**src/rtl/core_irq_pkg.sv**
```systemverilog
// Shared definitions for the core interrupt path: arbiter state encoding,
// interrupt-number width and the maximum number of external lines.
package core_irq_pkg;

   localparam int IRQ_NUM_W     = 6;
   localparam int IRQ_MAX_LINES = 64;

   typedef enum logic [1:0] {
      ST_IDLE    = 2'h0,
      ST_PRESENT = 2'h1,
      ST_GAP     = 2'h2
   } arb_state_e;

   function automatic logic [IRQ_MAX_LINES-1:0] irq_onehot(input logic [IRQ_NUM_W-1:0] n);
      return IRQ_MAX_LINES'(1) << n;
   endfunction

endpackage

```
**src/rtl/core_irq_prio_enc.sv**
```systemverilog
// Find-first-set over a 64-bit vector, searching upward from a rotate base
// and wrapping at 64. A base of zero gives plain lowest-index priority.
module core_irq_prio_enc
   import core_irq_pkg::*;
(
   input  logic [IRQ_MAX_LINES-1:0] vec_i,
   input  logic [IRQ_NUM_W-1:0]     base_i,
   output logic                     found_o,
   output logic [IRQ_NUM_W-1:0]     idx_o
);

   logic [IRQ_NUM_W-1:0] pos;

   // Walk from the far end back toward the base so the last hit is the nearest.
   always_comb begin
      found_o = 1'b0;
      idx_o   = '0;
      pos     = '0;
      for (int i = IRQ_MAX_LINES-1; i >= 0; i--) begin
         pos = base_i + IRQ_NUM_W'(i);
         if (vec_i[pos]) begin
            found_o = 1'b1;
            idx_o   = pos;
         end
      end
   end

endmodule

```
**src/rtl/core_ext_irq_arbiter.sv**
```systemverilog
// External interrupt arbiter: synchronise, edge-detect into pending, present one
// request at a time to the interrupt manager. CORE_EXT_IRQ_ROUNDROBIN_EN selects round-robin.
module core_ext_irq_arbiter
   import core_irq_pkg::*;
#(
   parameter int P_IRQ_LINES   = 64,
   parameter int P_SYNC_STAGES = 2
) (
   input  logic                     iCLOCK,
   input  logic                     inRESET,
   input  logic [P_IRQ_LINES-1:0]   iIRQ_REQ,
   input  logic                     iIRQ_CLEAR,
   output logic                     oEXT_ACTIVE,
   output logic [IRQ_NUM_W-1:0]     oEXT_NUM,
   input  logic                     iEXT_ACK,
   output logic [IRQ_MAX_LINES-1:0] oPENDING,
   output logic                     oBUSY
);

   localparam int ARM_MAX = P_SYNC_STAGES + 1;
   localparam int ARM_W   = $clog2(ARM_MAX + 1);

   logic [P_SYNC_STAGES-1:0][P_IRQ_LINES-1:0] sync_q;
   logic [P_IRQ_LINES-1:0]   hist_q;
   logic [P_IRQ_LINES-1:0]   rise;
   logic [P_IRQ_LINES-1:0]   pend_q, pend_d;
   logic [P_IRQ_LINES-1:0]   ack_mask;
   logic [IRQ_MAX_LINES-1:0] ack_onehot;
   logic [IRQ_MAX_LINES-1:0] pend_ext;
   logic [ARM_W-1:0]         arm_q;
   logic                     armed;

   arb_state_e           state_q, state_d;
   logic                 act_q, act_d;
   logic [IRQ_NUM_W-1:0] num_q, num_d;
   logic                 busy_q, busy_d;
   logic [IRQ_NUM_W-1:0] base;
   logic                 win_found;
   logic [IRQ_NUM_W-1:0] win_idx;

   // Lines already high as reset releases are levels, not edges: rise detection
   // stays masked until the synchroniser and history flops hold real samples.
   always_ff @(posedge iCLOCK or negedge inRESET) begin
      if (!inRESET) begin
         sync_q <= '0;
         hist_q <= '0;
         arm_q  <= '0;
      end else begin
         sync_q <= {sync_q[P_SYNC_STAGES-2:0], iIRQ_REQ};
         hist_q <= sync_q[P_SYNC_STAGES-1];
         if (!armed) arm_q <= arm_q + 1'b1;
      end
   end

   assign armed = (arm_q == ARM_W'(ARM_MAX));
   assign rise  = sync_q[P_SYNC_STAGES-1] & ~hist_q & {P_IRQ_LINES{armed}};

   always_comb begin
      pend_ext                  = '0;
      pend_ext[P_IRQ_LINES-1:0] = pend_q;
   end

   assign ack_onehot = irq_onehot(num_q);
   assign ack_mask   = ack_onehot[P_IRQ_LINES-1:0];

`ifdef CORE_EXT_IRQ_ROUNDROBIN_EN
   logic [IRQ_NUM_W-1:0] last_q;

   always_ff @(posedge iCLOCK or negedge inRESET) begin
      if (!inRESET)                             last_q <= '0;
      else if (state_q == ST_PRESENT && iEXT_ACK) last_q <= num_q;
   end

   // Upper indices are never pending, so wrapping at 64 equals wrapping at P_IRQ_LINES.
   always_comb begin
      if (32'(last_q) + 1 >= P_IRQ_LINES) base = '0;
      else                                base = last_q + 1'b1;
   end
`else
   assign base = '0;
`endif

   core_irq_prio_enc u_enc (
      .vec_i   (pend_ext),
      .base_i  (base),
      .found_o (win_found),
      .idx_o   (win_idx)
   );

   always_comb begin
      state_d = state_q;
      act_d   = act_q;
      num_d   = num_q;
      pend_d  = pend_q | rise;
      case (state_q)
         ST_IDLE: begin
            act_d = 1'b0;
            if (win_found && !iIRQ_CLEAR) begin
               num_d   = win_idx;
               act_d   = 1'b1;
               state_d = ST_PRESENT;
            end
         end
         ST_PRESENT: begin
            // A rise landing in the ack cycle re-arms the same line.
            if (iEXT_ACK) begin
               pend_d  = (pend_q & ~ack_mask) | rise;
               act_d   = 1'b0;
               state_d = ST_GAP;
            end else if (iIRQ_CLEAR) begin
               act_d   = 1'b0;
               state_d = ST_GAP;
            end
         end
         ST_GAP: begin
            act_d   = 1'b0;
            state_d = ST_IDLE;
         end
         default: begin
            act_d   = 1'b0;
            state_d = ST_IDLE;
         end
      endcase
      if (iIRQ_CLEAR) pend_d = '0;
      busy_d = (state_d != ST_IDLE) || (pend_d != '0);
   end

   always_ff @(posedge iCLOCK or negedge inRESET) begin
      if (!inRESET) begin
         state_q <= ST_IDLE;
         act_q   <= 1'b0;
         num_q   <= '0;
         pend_q  <= '0;
         busy_q  <= 1'b0;
      end else begin
         state_q <= state_d;
         act_q   <= act_d;
         num_q   <= num_d;
         pend_q  <= pend_d;
         busy_q  <= busy_d;
      end
   end

   assign oEXT_ACTIVE = act_q;
   assign oEXT_NUM    = num_q;
   assign oPENDING    = pend_ext;
   assign oBUSY       = busy_q;

endmodule

```
**config.mk**
```make
export PLATFORM = sky130hd
export DESIGN_NAME = core_ext_irq_arbiter
export DESIGN_NICKNAME = d
export VERILOG_FILES = /design/src/rtl/core_irq_pkg.sv /design/src/rtl/core_irq_prio_enc.sv /design/src/rtl/core_ext_irq_arbiter.sv
export SDC_FILE = /design/constraint.sdc
export NUM_CORES = 1
export LEC_CHECK = 0
export CORE_ASPECT_RATIO = 1.75
export CORE_MARGIN = 3
export CORE_UTILIZATION = 25
export DETAILED_ROUTE_END_ITERATION = 7
export DONT_BUFFER_PORTS = 1
export GPL_ROUTABILITY_DRIVEN = 0
export MAX_ROUTING_LAYER = met4
export PLACE_DENSITY = 0.47
export SLEW_MARGIN = 30
export SYNTH_ARGS = -nofsm -noshare
export SYNTH_HDL_FRONTEND = slang
export SYNTH_SLANG_ARGS = --single-unit
```
**constraint.sdc**
```tcl
create_clock -name iCLOCK -period 4.3 [get_ports iCLOCK]
set_input_delay 0.86 -clock iCLOCK [delete_from_list [all_inputs] [get_ports iCLOCK]]
set_output_delay 0.86 -clock iCLOCK [all_outputs]
set_load 0.02 [all_outputs]
```
Yosys cells after proc, flatten, opt, wreduce, memory -nomap -nowiden
Index checks and enable logic that the tools add are counted.
- add/subtract/negate cells: 1
- equality and inequality tests: 3
- shift-type cells: 1
- multiplexer cells: 139
- bitwise logic cells: 7
- reductions and logical operators: 7
- operators by type and width (kind ; count):
    $mux W6 ; 64
    $and A64 B64 Y64 ; 3
    $mux W64 ; 3
    $not A64 Y64 ; 2
    $or A64 B64 Y64 ; 2
    $mux W1 ; 67
    $reduce_bool A64 Y1 ; 1
    $shl A1 B6 Y64 const A ; 1
    $mux W2 ; 3
    $pmux W2 S2 ; 1
    $ne A3 B3 Y1 const B ; 1
    $add A2 B1 Y2 const B ; 1
    $eq A2 B1 Y1 const B ; 1
    $eq A2 B2 Y1 const B ; 1
    $logic_not A2 Y1 ; 1
    $pmux W1 S2 ; 1
    $reduce_and A2 Y1 ; 1
    $reduce_bool A2 Y1 ; 1
    $logic_and A1 B1 Y1 ; 1
    $logic_not A1 Y1 ; 1
    $logic_or A1 B1 Y1 ; 1
- bits in registers: 268
- input port bits: 68

Logic depth before layout (Yosys ltp)
- word-level depth: 69
- gate-level depth with buffers: 11
- gate-level depth less buffers: 7

Modules after synthesis
Synthesis repeated with hierarchy kept, for this count alone.
- cells, all modules: 2145
- area, all modules: 21344.2 um^2
- modules (own cells, without submodules) (module ; instances ; cells each ; area each (um^2)):
    core_irq_prio_enc ; 1 ; 1582 ; 12668.4
    core_ext_irq_arbiter ; 1 ; 563 ; 8675.8

Worst setup path before layout
Ideal clock, no wire load.
- kind: in2reg
- from: input iEXT_ACK
- to: register busy_q, in the netlist oBUSY
- setup time: 0.138 ns
- data arrival time: 3.275 ns
- data required time: 4.162 ns
- slack: 0.887 ns
- stages: 8
- path through: nand4bb_1 > clkbuf_1 > o31ai_1 > a21oi_1 > or4_1 > or4b_2 > or4_1 > or4_1
- cells in the longest elaborated chain, start to end: 5
- elaborated cells on any way between the ends: 8
- classes of those cells: 5 x mux; 3 x reduce/logical
- ends and longest elaborated chain (element ; RTL line ; source):
    start, declared ; core_ext_irq_arbiter.sv:15 ; input logic iEXT_ACK,
    $mux W64 ; core_ext_irq_arbiter.sv:106 ; if (iEXT_ACK) begin
    $mux W64 ; core_ext_irq_arbiter.sv:95 ; case (state_q)
    $mux W64 ; core_ext_irq_arbiter.sv:124 ; if (iIRQ_CLEAR) pend_d = '0;
    net pend_d[57] ; core_ext_irq_arbiter.sv:26 ; logic [P_IRQ_LINES-1:0] pend_q, pend_d;
    $reduce_bool A64 Y1 ; core_ext_irq_arbiter.sv:125 ; busy_d = (state_d != ST_IDLE) || (pend_d != '0);
    $logic_or A1 B1 Y1 ; core_ext_irq_arbiter.sv:125 ;
    net busy_d ; core_ext_irq_arbiter.sv:36 ; logic busy_q, busy_d;
    end signal, assigned ; core_ext_irq_arbiter.sv:140 ; busy_q <= busy_d;
    end, declared ; core_ext_irq_arbiter.sv:36 ;
The timed path passes the listed nets, and every way through them passes these cells.
A chain may end at the register's enable or synchronous reset.

Worst setup path after layout
- from: register pend_q[21], in the netlist oPENDING[21]
- to: register busy_q, in the netlist oBUSY
- cells in the longest elaborated chain, start to end: 27
- elaborated cells on any way between the ends: 34
- classes of those cells: 27 x mux; 3 x bitwise; 4 x reduce/logical
- ends and longest elaborated chain (element ; RTL line ; source):
    start, declared ; core_ext_irq_arbiter.sv:26 ;
    start signal, assigned ; core_ext_irq_arbiter.sv:139 ; pend_q <= pend_d;
    $mux W1 (22 in a row) ; core_irq_prio_enc.sv:21 ; if (vec_i[pos]) begin
    $logic_and A1 B1 Y1 ; core_ext_irq_arbiter.sv:98 ; if (win_found && !iIRQ_CLEAR) begin
    $mux W2 ; core_ext_irq_arbiter.sv:98 ;
    $pmux W2 S2 ; core_ext_irq_arbiter.sv:95 ;
    net state_d[0] ; core_ext_irq_arbiter.sv:33 ; arb_state_e state_q, state_d;
    $reduce_bool A2 Y1 ; core_ext_irq_arbiter.sv:125 ;
    $logic_or A1 B1 Y1 ; core_ext_irq_arbiter.sv:125 ;
    net busy_d ; core_ext_irq_arbiter.sv:36 ;
The timed path passes the listed nets, and every way through them passes these cells.

==> results.py <==
metrics = {
    "die": {
        "dieArea_mm2": 0.04023,
        "die_x_um": 152.9,
        "num_rows": 93,
        "ios": 140,
        "start_util": 0.2552,
        "die_h_um": 263.1,
        "coreArea_mm2": 0.03700,
    },
    "clocking": {
        "cts_buffers": 26,
        "clkSlewWorstSetupHoldPaths_ns": 0.07,
        "clockBufferDepth": 3,
        "clockRootBuffer": "clkbuf_16",
        "cts-htree-levels": 1,
        "clock_latency_ns": 0.54,
        "cts_resized": 0,
        "cts_sinks": 268,
        "cts_tree": "done",
    },
    "detailed_routing": {
        "post-route-drc-count": 0,
        "drt_wl_total_um": 30800,
        "drtIter0Drc": 483,
        "num_vias": 6017,
        "dr.pass1.iters": 5,
        "vias_per_cell": 4.904,
        "wl_per_cell_um": 25.10,
        "postRouteAntennaNets": 0,
    },
    "yosys": {
        "syn_area_mm2": 0.009443,
        "ys.flop_type": "dfrtp_1",
        "synth_top_area_cell": "dfrtp_1",
        "synth.ff_latch_count": 268,
        "synth_edf_count": 0,
        "yosys.area.top_type_share": 0.7102,
        "synth.most_common_cell": "dfrtp_1",
        "synth_common_cells": "268 x dfrtp_1, 78 x a21oi_1, 61 x nand3b_1, 45 x o21ai_0, 35 x nor2_1",
        "seq_area_frac_synth": 0.7102,
        "synth_nets": 770,
        "syn_inst": 701,
        "synthTopCellsByArea": "dfrtp_1 71%, nand3b_1 4.8%, a21oi_1 4.1%, o31ai_1 2.5%, o21ai_0 2.4%",
        "synth.distinct_cells": 62,
        "synth.avg_cell_area_um2": 13.47,
        "async_flop_share": 1.000,
        "yosysWarnings": 0,
    },
    "critical_path": {
        "critical_path.cell_chain": "nor4_1, and4bb_2, a41o_1, o31ai_4, or4_1, or4_1, or4_1",
        "regToRegStartpoint": "oPENDING[21]",
        "worstReg2RegEnd": "oBUSY",
        "reg2reg_depth": 7,
        "cp_top_family": "simple AND/OR/NAND/NOR gates",
        "start_kind": "flip-flop",
        "r2r_setup_slack_ns": 0.52,
        "crit_path_end_kind": "flip-flop",
        "crit_arrival_ns": 4.20,
        "worstSetupPathType": "reg2reg",
        "crit_slowest_cell": "nor4_1",
        "critical_path.max_stage_delay_ns": 0.69,
        "critPathBufInv": 0,
        "cp_common_cell": "or4_1",
        "critPathMaxFanout": 9,
        "crit_required_ns": 4.71,
    },
    "finish": {
        "utilization": 0.2982,
        "drive_above_1_share": 0.1343,
        "fillers": 3773,
        "syn2layout_area_growth_pct": 16.87,
        "diodes": 0,
        "fin_nets": 811,
    },
    "global_routing": {
        "grt_pass1_vias": 6642,
        "grt-ovfl-total": 0,
        "antenna_found_initial": 2,
        "grt_use_total": 0.1552,
        "grt_max_degree": 263,
        "grt_pass1_wl_um": 45240,
    },
    "sta": {
        "rsz0062_at_grt": "false",
        "fmax_mhz": 264.2,
        "fin_skew_ns": 0.01264,
        "slew_viol_final": 0,
        "setup_violations": 0,
        "min_period_ns": 3.785,
        "slew-limit-headroom": 0.3737,
        "fin_setup_tns_ns": 0,
        "hold_viol": 0,
        "post-route-period-util": 0.8802,
        "worst_slew_pin_slew_ns": 0.9338,
    },
    "worst_hold_path": {
        "hp-class": "in2async",
    },
    "pwr": {
        "ir_drop_mv": 0.2995,
        "p_per_area_mw_per_mm2": 524.7,
        "p_leak_nw": 4.546,
    },
    "outcome": {
        "status": "finished clean",
    },
    "placed_design": {
        "dp_hpwl_um": 22500,
        "port-buffer-count": 0,
    },
    "flow_run": {
        "maxCapViolCount": 0,
    },
}
worst register-to-register path: stages (launching register included):
cell and delay (ns):
dfrtp_1 0.56, nor4_1 0.69, and4bb_2 0.38, a41o_1 0.45, o31ai_4 0.16, or4_1 0.52, or4_1 0.47, or4_1 0.40
worst max-delay path by stage:
stage,start,end,cells past startpoint
CTS,oPENDING[60],oBUSY,7
floorplan,iEXT_ACK,oBUSY,8
global route,oEXT_NUM[4],oBUSY,7
global placement,iEXT_ACK,oBUSY,7
finish,oPENDING[21],oBUSY,7
detailed placement,iEXT_ACK,oBUSY,7
final cells by class:
type                            instances  area [µm²]  share of cell area
Sequential cell                       268        6706              0.6077
Multi-Input combinational cell        387        2532              0.2295
Clock buffer                           34       752.0             0.06814
Tap cell                              475       594.3             0.05385
Timing Repair Buffer                   40       302.8             0.02744
Clock inverter                          4       76.32            0.006916
Inverter                               19       71.32            0.006463
routing by layer:
metal / wire, µm / track usage
met1: 10130 / 0.1483
met4: 2046 / 0.09207
met5: 0 / -
met3: 2401 / 0.04770
met2: 16220 / 0.2729
what timing repair did:
action | 4_1_cts | 5_1_grt
hold endpoints to repair | 7 | 0
setup buffers | 0 | 0
hold buffers | 1 | 0
power by group:
group          leakage, nW  switching (mW)  internal, mW  total (mW)
registers             3.21           0.225          2.68        2.90
clock network        0.404           0.931          1.33        2.26
logic                0.929           0.420         0.207       0.627
total                 4.55            1.58          4.21        5.79
sequential cells by signal (all words and copies together) (netlist names):
| name | flops |
|---|---|
| arm_q | 2 |
| state_q | 2 |
| oEXT_ACTIVE | 1 |
| oPENDING | 64 |
| sync_q | 128 |
| hist_q | 64 |
| oEXT_NUM | 6 |
| oBUSY | 1 |
kinds of logic after synthesis:
family                   share of synthesized area
AO/OA/AOI/OAI                               0.1171
XOR/XNOR                                 0.0009277
adder cells (fa/ha/maj)                   0.001325
buffers and inverters                      0.02252
multiplexers                              0.001192
AND/OR/NAND/NOR                             0.1467
flip-flops                                  0.7102
metrics by stage:
| stage | total power, mW | setup slack (ns) | hold WS (ns) | std cells | cell area [µm²] |
|---|---|---|---|---|---|
| floorplan | 3.269 | 0.8867 | 0.3312 | 701 | 9443 |
| finish | 5.791 | 0.5152 | 0.03295 | 1227 | 11040 |
| CTS | 5.856 | 0.4965 | 0.0004771 | 1227 | 11030 |
| detailed placement | 3.560 | 0.3204 | 0.3347 | 1188 | 10190 |
| global placement | 3.555 | 0.4209 | 0.3325 | 1188 | 10190 |
| global route | 6.019 | 0.3256 | 0.004344 | 1227 | 11040 |
layout by cell type, fill, tap and decap left out, drive strengths merged, types with 4 or more instances in the layout:
master	count
a21oi	78
nor2	35
clkbuf	34
nand2b	4
or3	4
nor3	12
o21ai	46
a211oi	4
dfrtp	268
nand4b	6
o31ai	32
nand3b	61
or4b	5
nor4	23
nand4	4
buf	39
nand2	7
nand4bb	5
inv	18
or4	20
Note: power is estimated with default switching activity, not from simulation.
